===== config.mk =====
export PLATFORM = sky130hd
export DESIGN_NAME = wb_stage
export DESIGN_NICKNAME = d
export VERILOG_FILES = /design/src/rtl/wb_stage.sv
export SDC_FILE = /design/constraint.sdc
export NUM_CORES = 1
export LEC_CHECK = 0
export CORE_UTILIZATION = 39
export CTS_CLUSTER_DIAMETER = 150
export DETAILED_ROUTE_END_ITERATION = 8
export PLACE_DENSITY = 0.78
export SLEW_MARGIN = 20
export SYNTH_ARGS = -nofsm -noshare
export SYNTH_HDL_FRONTEND = slang
export SYNTH_SLANG_ARGS = --single-unit

===== constraint.sdc =====
create_clock -name clk -period 1.72 [get_ports clk]
set_input_delay 0.344 -clock clk [delete_from_list [all_inputs] [get_ports clk]]
set_output_delay 0.344 -clock clk [all_outputs]
set_load 0.005 [all_outputs]

===== src/rtl/wb_stage.sv =====
// Registered write-back stage: selects and extends one result source, buffers it in a
// 2-entry skid queue, drives the register-file write port and serves forwarding lookups.
//
// state    | meaning
// ---------+--------------------------------------------
// ST_EMPTY | no entries held, out_valid low
// ST_ONE   | head entry valid, one free slot
// ST_FULL  | head and tail valid, in_ready low
module wb_stage #(
   parameter int DW       = 16,
   parameter int NSRC     = 6,
   parameter int SELW     = (NSRC > 1) ? $clog2(NSRC) : 1,
   parameter int AW       = 3,
   parameter int ZERO_REG = 0
) (
   input  logic                 clk,
   input  logic                 rst_n,
   input  logic                 in_valid,
   output logic                 in_ready,
   input  logic [SELW-1:0]      wb_sel,
   input  logic [NSRC*DW-1:0]   src_data,
   input  logic [1:0]           ext_mode,
   input  logic                 wb_en,
   input  logic [AW-1:0]        rd,
   output logic                 out_valid,
   input  logic                 out_ready,
   output logic                 rf_we,
   output logic [AW-1:0]        rf_waddr,
   output logic [DW-1:0]        rf_wdata,
   input  logic [AW-1:0]        fwd_addr,
   output logic                 fwd_hit,
   output logic [DW-1:0]        fwd_data,
   output logic                 sel_err
);

   typedef enum logic [1:0] {
      ST_EMPTY = 2'd0,
      ST_ONE   = 2'd1,
      ST_FULL  = 2'd2
   } state_t;

   state_t        state_q, state_d;
   logic          we_q   [2];
   logic          we_d   [2];
   logic [AW-1:0] rd_q   [2];
   logic [AW-1:0] rd_d   [2];
   logic [DW-1:0] data_q [2];
   logic [DW-1:0] data_d [2];
   logic          sel_err_q, sel_err_d;

   logic          acc;
   logic          pop;
   logic          sel_oor;
   logic [DW-1:0] sel_data;
   logic [DW-1:0] ext_data;
   logic          new_we;
   logic          wr_head;
   logic          hit_head;
   logic          hit_tail;

   assign in_ready  = (state_q != ST_FULL);
   assign out_valid = (state_q != ST_EMPTY);
   assign acc       = in_valid && in_ready;
   assign pop       = out_valid && out_ready;

   // Unmatched select values fall back to source 0 and are flagged as out of range.
   always_comb begin
      sel_oor  = 1'b1;
      sel_data = src_data[DW-1:0];
      for (int k = 0; k < NSRC; k++) begin
         if (wb_sel == SELW'(k)) begin
            sel_oor  = 1'b0;
            sel_data = src_data[k*DW +: DW];
         end
      end
   end

   always_comb begin
      ext_data = sel_data;
      case (ext_mode)
         2'b01:   ext_data = {{(DW-8){1'b0}}, sel_data[7:0]};
         2'b10:   ext_data = {{(DW-8){sel_data[7]}}, sel_data[7:0]};
         default: ext_data = sel_data;
      endcase
   end

   assign new_we = wb_en && !((ZERO_REG != 0) && (rd == '0));

   // A simultaneous accept and pop from ONE replaces the head directly.
   assign wr_head = (state_q == ST_EMPTY) || pop;

   always_comb begin
      state_d = state_q;
      case (state_q)
         ST_EMPTY: if (acc) state_d = ST_ONE;
         ST_ONE: begin
            if (acc && !pop)      state_d = ST_FULL;
            else if (pop && !acc) state_d = ST_EMPTY;
         end
         ST_FULL:  if (pop) state_d = ST_ONE;
         default:  state_d = ST_EMPTY;
      endcase
   end

   always_comb begin
      we_d   = we_q;
      rd_d   = rd_q;
      data_d = data_q;
      if (pop && !acc) begin
         we_d[0]   = we_q[1];
         rd_d[0]   = rd_q[1];
         data_d[0] = data_q[1];
      end
      if (acc) begin
         if (wr_head) begin
            we_d[0]   = new_we;
            rd_d[0]   = rd;
            data_d[0] = ext_data;
         end else begin
            we_d[1]   = new_we;
            rd_d[1]   = rd;
            data_d[1] = ext_data;
         end
      end
   end

   assign sel_err_d = sel_err_q || (acc && sel_oor);

   always_ff @(posedge clk or negedge rst_n) begin
      if (!rst_n) begin
         state_q   <= ST_EMPTY;
         we_q      <= '{default: 1'b0};
         rd_q      <= '{default: '0};
         data_q    <= '{default: '0};
         sel_err_q <= 1'b0;
      end else begin
         state_q   <= state_d;
         we_q      <= we_d;
         rd_q      <= rd_d;
         data_q    <= data_d;
         sel_err_q <= sel_err_d;
      end
   end

   assign rf_we    = pop && we_q[0];
   assign rf_waddr = rd_q[0];
   assign rf_wdata = data_q[0];
   assign sel_err  = sel_err_q;

   // The tail is the younger entry, so it wins when both match.
   assign hit_head = out_valid && we_q[0] && (rd_q[0] == fwd_addr);
   assign hit_tail = (state_q == ST_FULL) && we_q[1] && (rd_q[1] == fwd_addr);
   assign fwd_hit  = hit_head || hit_tail;
   assign fwd_data = hit_tail ? data_q[1] : (hit_head ? data_q[0] : '0);

endmodule


# ---- After elaboration in Yosys (flattened, before gate mapping)
# Index checks and enable logic that the tools add are counted.
dict set report classes {
  n_eq_ne 15
  n_mux 31
  n_bitwise 1
  n_reduce_logical 20
}
# op n
set ops {}
lappend ops {{$mux W16} 10}
lappend ops {{$mux W32} 1}
lappend ops {{$pmux W16 S2} 1}
lappend ops {{$logic_and A1 B1 Y1} 10}
lappend ops {{$mux W2} 5}
lappend ops {{$mux W1} 9}
lappend ops {{$mux W3} 3}
lappend ops {{$eq A3 B2 Y1 const B} 2}
lappend ops {{$eq A3 B3 Y1} 2}
lappend ops {{$eq A3 B3 Y1 const B} 2}
lappend ops {{$mux W6} 1}
lappend ops {{$ne A2 B2 Y1 const B} 3}
lappend ops {{$pmux W2 S3} 1}
lappend ops {{$eq A2 B1 Y1 const B} 2}
lappend ops {{$eq A2 B2 Y1 const B} 2}
lappend ops {{$eq A3 B1 Y1 const B} 1}
lappend ops {{$logic_not A3 Y1} 1}
lappend ops {{$logic_or A1 B1 Y1} 3}
lappend ops {{$ne A3 B3 Y1 const B} 1}
lappend ops {{$reduce_and A3 Y1} 1}
lappend ops {{$logic_not A1 Y1} 2}
lappend ops {{$logic_not A2 Y1} 1}
lappend ops {{$reduce_and A2 Y1} 1}
lappend ops {{$reduce_bool A2 Y1} 1}
lappend ops {{$not A1 Y1} 1}
dict set report totals {
  ff_bits 43
  in_bits 112
  word_cells 75
}

# ---- Depth between registers and ports, before layout
# Gate-level depths: netlist (run 1).
dict set report logic_depth {
  word_depth 9
  mapped_depth 9
  depth_no_buf 7
}

# ---- Least setup slack after synthesis (run 1)
# Ideal clock, no wire load.
dict set report synth_path {
  path_kind {reg-to-output}
  startpoint {register rd_q (netlist bit rf_waddr[2])}
  endpoint {output fwd_data[10]}
  t_arrival_ps 1509
  slack_ps -133
  stages_incl_launch_ff 6
  n_path_buf 1
  cell_sequence {dfrtp_1 xor2_1 or4_4 nor2_4 buf_6 a22o_1}
}
dict set report synth_between {
  elab_chain_cells 4
}
# element line_no
set synth_lines {}
lappend synth_lines {{start: declaration} 45} ;# logic [AW-1:0] rd_q [2];
lappend synth_lines {{start signal: assignment} 139} ;# rd_q <= rd_d;
lappend synth_lines {{$eq A3 B3 Y1} 151} ;# assign hit_head = out_valid && we_q[0] && (rd_q[0] == fwd_addr);
lappend synth_lines {{$logic_and A1 B1 Y1} 151}
lappend synth_lines {{$mux W16 (2 in a row)} 154} ;# assign fwd_data = hit_tail ? data_q[1] : (hit_head ? data_q[0] : '0);
lappend synth_lines {{end: declaration} 32} ;# output logic [DW-1:0] fwd_data,
# Every way passes these cells.

# ---- Worst setup path in the final report (run 1)
dict set report layout_path {
  startpoint {register rd_q (netlist bit rf_waddr[0])}
  endpoint {output fwd_data[15]}
}
# The elaborated chain is that of the path after synthesis.

==> impl_metrics.csv, run 1 <==
group,metric,value,unit
sta,layout_setup_ws,-0.6735,ns
placement,place_area,5321,um^2
floorplanning,die_h,95.95,um
sta,drv_slew,0,
sta,worst_pin_slew,0.5053,ns
final_layout,drive_gt1_frac,0.2403,
critical_path,critical_path.max_fanout,5,
sta,period_share,1.392,
global_routing,antenna_found_initial,0,
route,met2_length,6280,um
critical_path,cp.required,1.38,ns
sta,fin_worst_skew,0.01345,ns
pwr,vdd_drop_max,0.6414,mV
final_layout,antenna_cells,0,
placement,gp_congestion,0.8362,
sta,period_minus_slack,2.393,ns
cts,hold_buffers,0,
route,detail_route.wirelength.met1,4825,um
cts,clock_latency,0.30,ns
yosys,synth_warnings,0,
critical_path,worst-path-buf-inv,3,
yosys,ys_ff_latch,43,
route,routed.top_layer,"met4",
global_routing,overflow,0,
critical_path,cpLargestDelayFamily,"simple AND/OR/NAND/NOR gates",
sta,slew_headroom,0.6631,
final_layout,post-route-util,0.6732,
yosys,syn_avg_cell_area,8.416,um^2
route,route.met3.wl,668,um
cts,clockBufferDepth,2,
global_routing,track_usage,0.2581,
final_layout,post-route-cell-area,5643,um^2
pwr,finalPower,5.765,mW
critical_path,worst_r2r_path_depth,8,
global_routing,grt_first_pass_wirelength,18330,um
yosys,syn_area,3442,um^2
route,drc,0,
placement,port_buffers,151,
critical_path,critPathKind,"flop to primary output",
yosys,yosysUniqueCellTypes,42,
final_layout,nets,709,
floorplanning,fp.dieW,95.95,um
route,postRouteAntennaNets,0,
placement,place.detailed.instances,676,
cts,ctsRootBufferMaster,"clkbuf_8",
critical_path,cp-start-kind,"flop",
critical_path,slowest_stage,"or4_4",
floorplanning,initial_core_util,0.4107,
critical_path,cpPeakStageDelay,0.57,ns
floorplanning,core-area,8382,um^2
sta,hold_violations,3,
cts,cts_buffers,5,
yosys,yosysSeqAreaShare,0.3126,
cts,htree_levels,2,
final_layout,stdcell_count,700,
global_routing,grt_start_max_net_pins,24,
route,num_vias,3928,
route,routed_wl,11960,um
min_path,hold_class,"primary input to async pin",
run_status,violations,"negative hold slack, negative setup slack",
sta,max_clock_freq,417.8,MHz
critical_path,cp.depth,7,
final_layout,area_growth,63.94,%
pwr,power_density,1022,nW/um^2
cts,cts_tree,"done",
critical_path,arrival,2.05,ns
yosys,netlist_instances,409,
route,drt_iter0_drc,113,
run_status,run_status,"finished with violations",
sta,hold_slack,-0.003765,ns
placement,dp_hpwl,8670,um
floorplanning,num_io_pins,152,
sta,setup_tns,-9.977,ns
cts,clkTransAtPathRegs,0.09,ns
floorplanning,design.die.area,9205,um^2
route,firstDrtPassIters,4,
job,maxCapViolCount,0,
route,wl_per_cell,17.09,um
critical_path,worstPathCellList,"xor2_1 > or4_4 > nor2_4 > buf_6 > buf_12 > a22o_1 > buf_2",
cts,cts.sinks,43,
floorplanning,rows,33,
sta,rsz0062_at_grt,"true",
global_routing,grt_pass1_vias,3887,
sta,setup_viol,19,
critical_path,crit_path_end_kind,"primary output",
pwr,p_leak,2.417,nW
placement,dp_slack,-1.111,ns
route,vias_per_cell,5.611,
yosys,syn_nets,524,
power by group:
group / leakage [nW] / switching, mW / internal (mW) / total, mW
clock network: 0.0505 / 0.357 / 0.366 / 0.723
registers: 0.513 / 0.429 / 1.50 / 1.93
logic: 1.85 / 1.31 / 1.80 / 3.11
worst reg2reg max path: stages, from the launching register on:
cell      delay [ns]
dfrtp_1         0.41
buf_6           0.13
buf_6           0.12
nand2b_4        0.16
nand2_4         0.08
ha_4            0.19
buf_6           0.15
mux2i_1         0.27
a32oi_2         0.07
final timing paths:
check	start	slack, ns	to
setup / recovery	rf_waddr[0]	-0.67	fwd_data[15]
hold / removal	rst_n	-0.004	rd_q[0]
setup reg to reg	state_q[0]	0	rf_wdata[13]
hold reg to reg	sel_err	0.48	sel_err
max in group asynchronous	rst_n	1.20	sel_err
min in group clk	wb_sel[2]	0.43	sel_err
kinds of logic after synthesis:
logic type / after synthesis / synth area share
multiplexers: 41 / 0.1214
AND/OR/NAND/NOR: 108 / 0.1552
adder cells (fa/ha/maj): 3 / 0.01091
flip-flops: 43 / 0.3126
XOR/XNOR: 6 / 0.01527
AO/OA/AOI/OAI: 149 / 0.2857
buffers and inverters: 59 / 0.09888
flip-flops by register name, indices dropped and copies added, names as in the netlist:
name      count
rf_wdata     16
rd_q          3
rf_waddr      3
sel_err       1
we_q          2
state_q       2
data_q       16
repair_timing:
action,CTS,global route
setup buffers,11,4
resized for setup,106,22
setup endpoints to repair,53,47
gates cloned,2,1
pin swaps,21,17
routing by layer:
layer,up-vias,track usage
met2,141,0.4780
li1,1855,-
met1,1915,0.3099
met3,17,0.03633
met5,-,0
met4,0,0.07090
cells in the mapped netlist (all sizes together):
cell type | number | area share
a211o | 2 | 0.0051
a211oi | 6 | 0.013
a21oi | 16 | 0.023
a22o | 16 | 0.041
a22oi | 16 | 0.036
a31o | 1 | 0.0025
a31oi | 9 | 0.018
a32oi | 8 | 0.020
and2 | 1 | 0.0018
and3 | 2 | 0.0036
and4bb | 1 | 0.0036
buf | 39 | 0.077
clkbuf | 13 | 0.014
dfrtp | 43 | 0.31
ha | 3 | 0.011
inv | 7 | 0.0076
mux2 | 6 | 0.020
mux2i | 35 | 0.10
nand2 | 26 | 0.028
nand2b | 5 | 0.0091
nand3 | 1 | 0.0015
nand3b | 3 | 0.0065
nand4b | 1 | 0.0044
nor2 | 55 | 0.062
nor2b | 2 | 0.0036
nor3 | 1 | 0.0015
nor3b | 7 | 0.015
nor4 | 1 | 0.0062
nor4b | 1 | 0.0044
o21a | 7 | 0.015
o21ai | 51 | 0.075
o221ai | 6 | 0.015
o22ai | 10 | 0.018
o31ai | 1 | 0.0022
or4 | 1 | 0.0033
xor2 | 6 | 0.015
area by class of cell:
class / instances / area [um^2]
clock buffers: 7 / 96.34
clock inverters: 1 / 7.507
fillers: 663 / 2739
inverters: 7 / 26.28
multi-input cells: 307 / 2140
flip-flops and latches: 43 / 1076
well taps: 105 / 131.4
repair buffers: 230 / 2166
cell usage in the layout, fill, tap and decap left out, types with 16 or more instances in the layout:
| cell | instances |
|---|---|
| clkdlybuf4s50_1 | 120 |
| buf_4 | 61 |
| nor2_1 | 51 |
| o21ai_0 | 49 |
| dfrtp_1 | 43 |
| mux2i_1 | 34 |
| nand2_1 | 24 |
| buf_2 | 20 |
| a21oi_1 | 16 |
| a22o_1 | 16 |
No activity file was read; power rests on OpenSTA's default activity.
==> run 2: changes to the inputs <==
- PLACE_DENSITY: 0.78 -> 0.81
- SLEW_MARGIN: 20 -> 15
==> impl_metrics.csv, run 2 (same netlist as run 1, synthesis figures left out) <==
group,metric,value,unit
run_status,run_status,"finished with violations",
run_status,violations,"negative setup slack",
pwr,power_density,1001,nW/um^2
floorplanning,die_h,95.95,um
floorplanning,design.die.area,9205,um^2
cts,clkTransAtPathRegs,0.08,ns
route,drc,0,
critical_path,critPathKind,"flop to primary output",
final_layout,layout_commonest_cell,"clkdlybuf4s50_1",
global_routing,antenna_found_initial,0,
sta,hold_slack,0.1154,ns
route,vias_per_cell,5.532,
cts,cts_buffers,5,
min_path,hold_class,"primary input to async pin",
sta,setup_tns,-12.31,ns
route,postRouteAntennaNets,0,
critical_path,rrSetupSlack,0.07,ns
placement,dp_hpwl,8891,um
sta,setup_viol,17,
floorplanning,core-area,8382,um^2
cts,cts.sinks,43,
sta,drv_slew,0,
floorplanning,rows,33,
cts,ctsRootBufferMaster,"clkbuf_8",
floorplanning,initial_core_util,0.4107,
final_layout,drive_gt1_frac,0.2694,
critical_path,crit_path_end_kind,"primary output",
sta,hold_violations,0,
critical_path,cp-startpoint,"rf_waddr[1]",
cts,clock_latency,0.30,ns
route,num_vias,4011,
critical_path,cp-start-kind,"flop",
floorplanning,fp.dieW,95.95,um
global_routing,grt_pass1_vias,3983,
pwr,vdd_drop_max,0.7383,mV
final_layout,layout_common_cells,"clkdlybuf4s50_1 (120), buf_4 (69), nor2_1 (51)",
critical_path,critical_path.max_fanout,3,
final_layout,area_growth,72.59,%
critical_path,arrival,2.17,ns
global_routing,overflow,0,
final_layout,n_fill_cell,645,
cts,htree_levels,2,
placement,gp_congestion,0.8810,
pwr,p_leak,2.576,nW
sta,period_share,1.460,
final_layout,nets,735,
global_routing,grt_first_pass_wirelength,18960,um
global_routing,track_usage,0.2702,
final_layout,post-route-util,0.7088,
route,firstDrtPassIters,5,
sta,worst_pin_slew,0.5473,ns
floorplanning,num_io_pins,152,
critical_path,cp.required,1.38,ns
sta,slew_headroom,0.6352,
sta,period_minus_slack,2.512,ns
final_layout,antenna_cells,0,
sta,layout_setup_ws,-0.7917,ns
placement,port_buffers,151,
sta,rsz0062_at_grt,"true",
cts,clockBufferDepth,2,
route,drt_iter0_drc,127,
placement,dp_slack,-1.124,ns
route,wl_per_cell,17.10,um
critical_path,reg2reg_from,"state_q[1]",
route,routed_wl,12400,um
global_routing,grt_start_max_net_pins,44,
sta,max_clock_freq,398.1,MHz
sta,fin_worst_skew,0.006890,ns
job,maxCapViolCount,0,
cts,cts_tree,"done",
run 2: cell types whose count changed in the layout (fill, tap and decap cells not counted), moves of 2 or more:
cell / before / now
buf_6: 8 / 27
clkbuf_2: 2 / 0
buf_12: 8 / 10
buf_4: 61 / 69
clkbuf_8: 7 / 5
buf_2: 20 / 18
o221ai_2: 0 / 2
o221ai_1: 6 / 4
run 2: final timing paths:
check / cells after the start / to
min: 2 / rf_wdata[4]
min reg2reg: 1 / sel_err
max: 8 / fwd_data[10]
max in group asynchronous: 2 / sel_err
min in group clk: 1 / sel_err
max reg2reg: 10 / state_q[1]
run 2: timing repair:
action                     in CTS  in global routing
hold buffers                    0                  0
resized for setup             118                 27
buffers inserted               23                  7
setup endpoints to repair      48                 45
pin swaps                      18                 16
cloned                          1                  1
run 2: final cells by class:
| cell class | instances | area (um^2) | share of cell area |
|---|---|---|---|
| Clock buffer | 6 | 72.57 | 0.01222 |
| Clock inverter | 1 | 30.03 | 0.005055 |
| Inverter | 7 | 28.78 | 0.004844 |
| Multi-Input combinational cell | 307 | 2143 | 0.3608 |
| Sequential cell | 43 | 1076 | 0.1811 |
| Tap cell | 105 | 131.4 | 0.02211 |
| Timing Repair Buffer | 256 | 2459 | 0.4139 |
run 2: where the power goes:
| group | internal [mW] | total (mW) | switching, mW | leakage, nW |
|---|---|---|---|---|
| logic | 1.92 | 3.26 | 1.34 | 2.01 |
| registers | 1.50 | 1.93 | 0.429 | 0.513 |
| clock network | 0.426 | 0.757 | 0.331 | 0.0513 |
run 2: per-layer routing:
metal,vias up,track usage,part of all wire
met5,-,0,0
met4,0,0.1057,0.034
met3,30,0.03712,0.047
met2,140,0.5107,0.53
met1,1932,0.3039,0.39
li1,1909,-,-
run 2: worst max-delay path, stage by stage, from the launching register on:
cell and delay, ns:
dfrtp_1 0.40, xor2_1 0.16, or4_4 0.55, nor2_4 0.20
buf_12 0.14, buf_6 0.10, buf_6 0.09, a22o_1 0.13
buf_2 0.11
run 2: through the flow:
step	instance area, um^2	instances	power, mW
floorplan	3445	409	3.396
global placement	5424	688	4.631
detailed placement	5424	688	4.749
CTS	5781	719	5.744
global route	5941	725	6.329
finish	5941	725	5.946
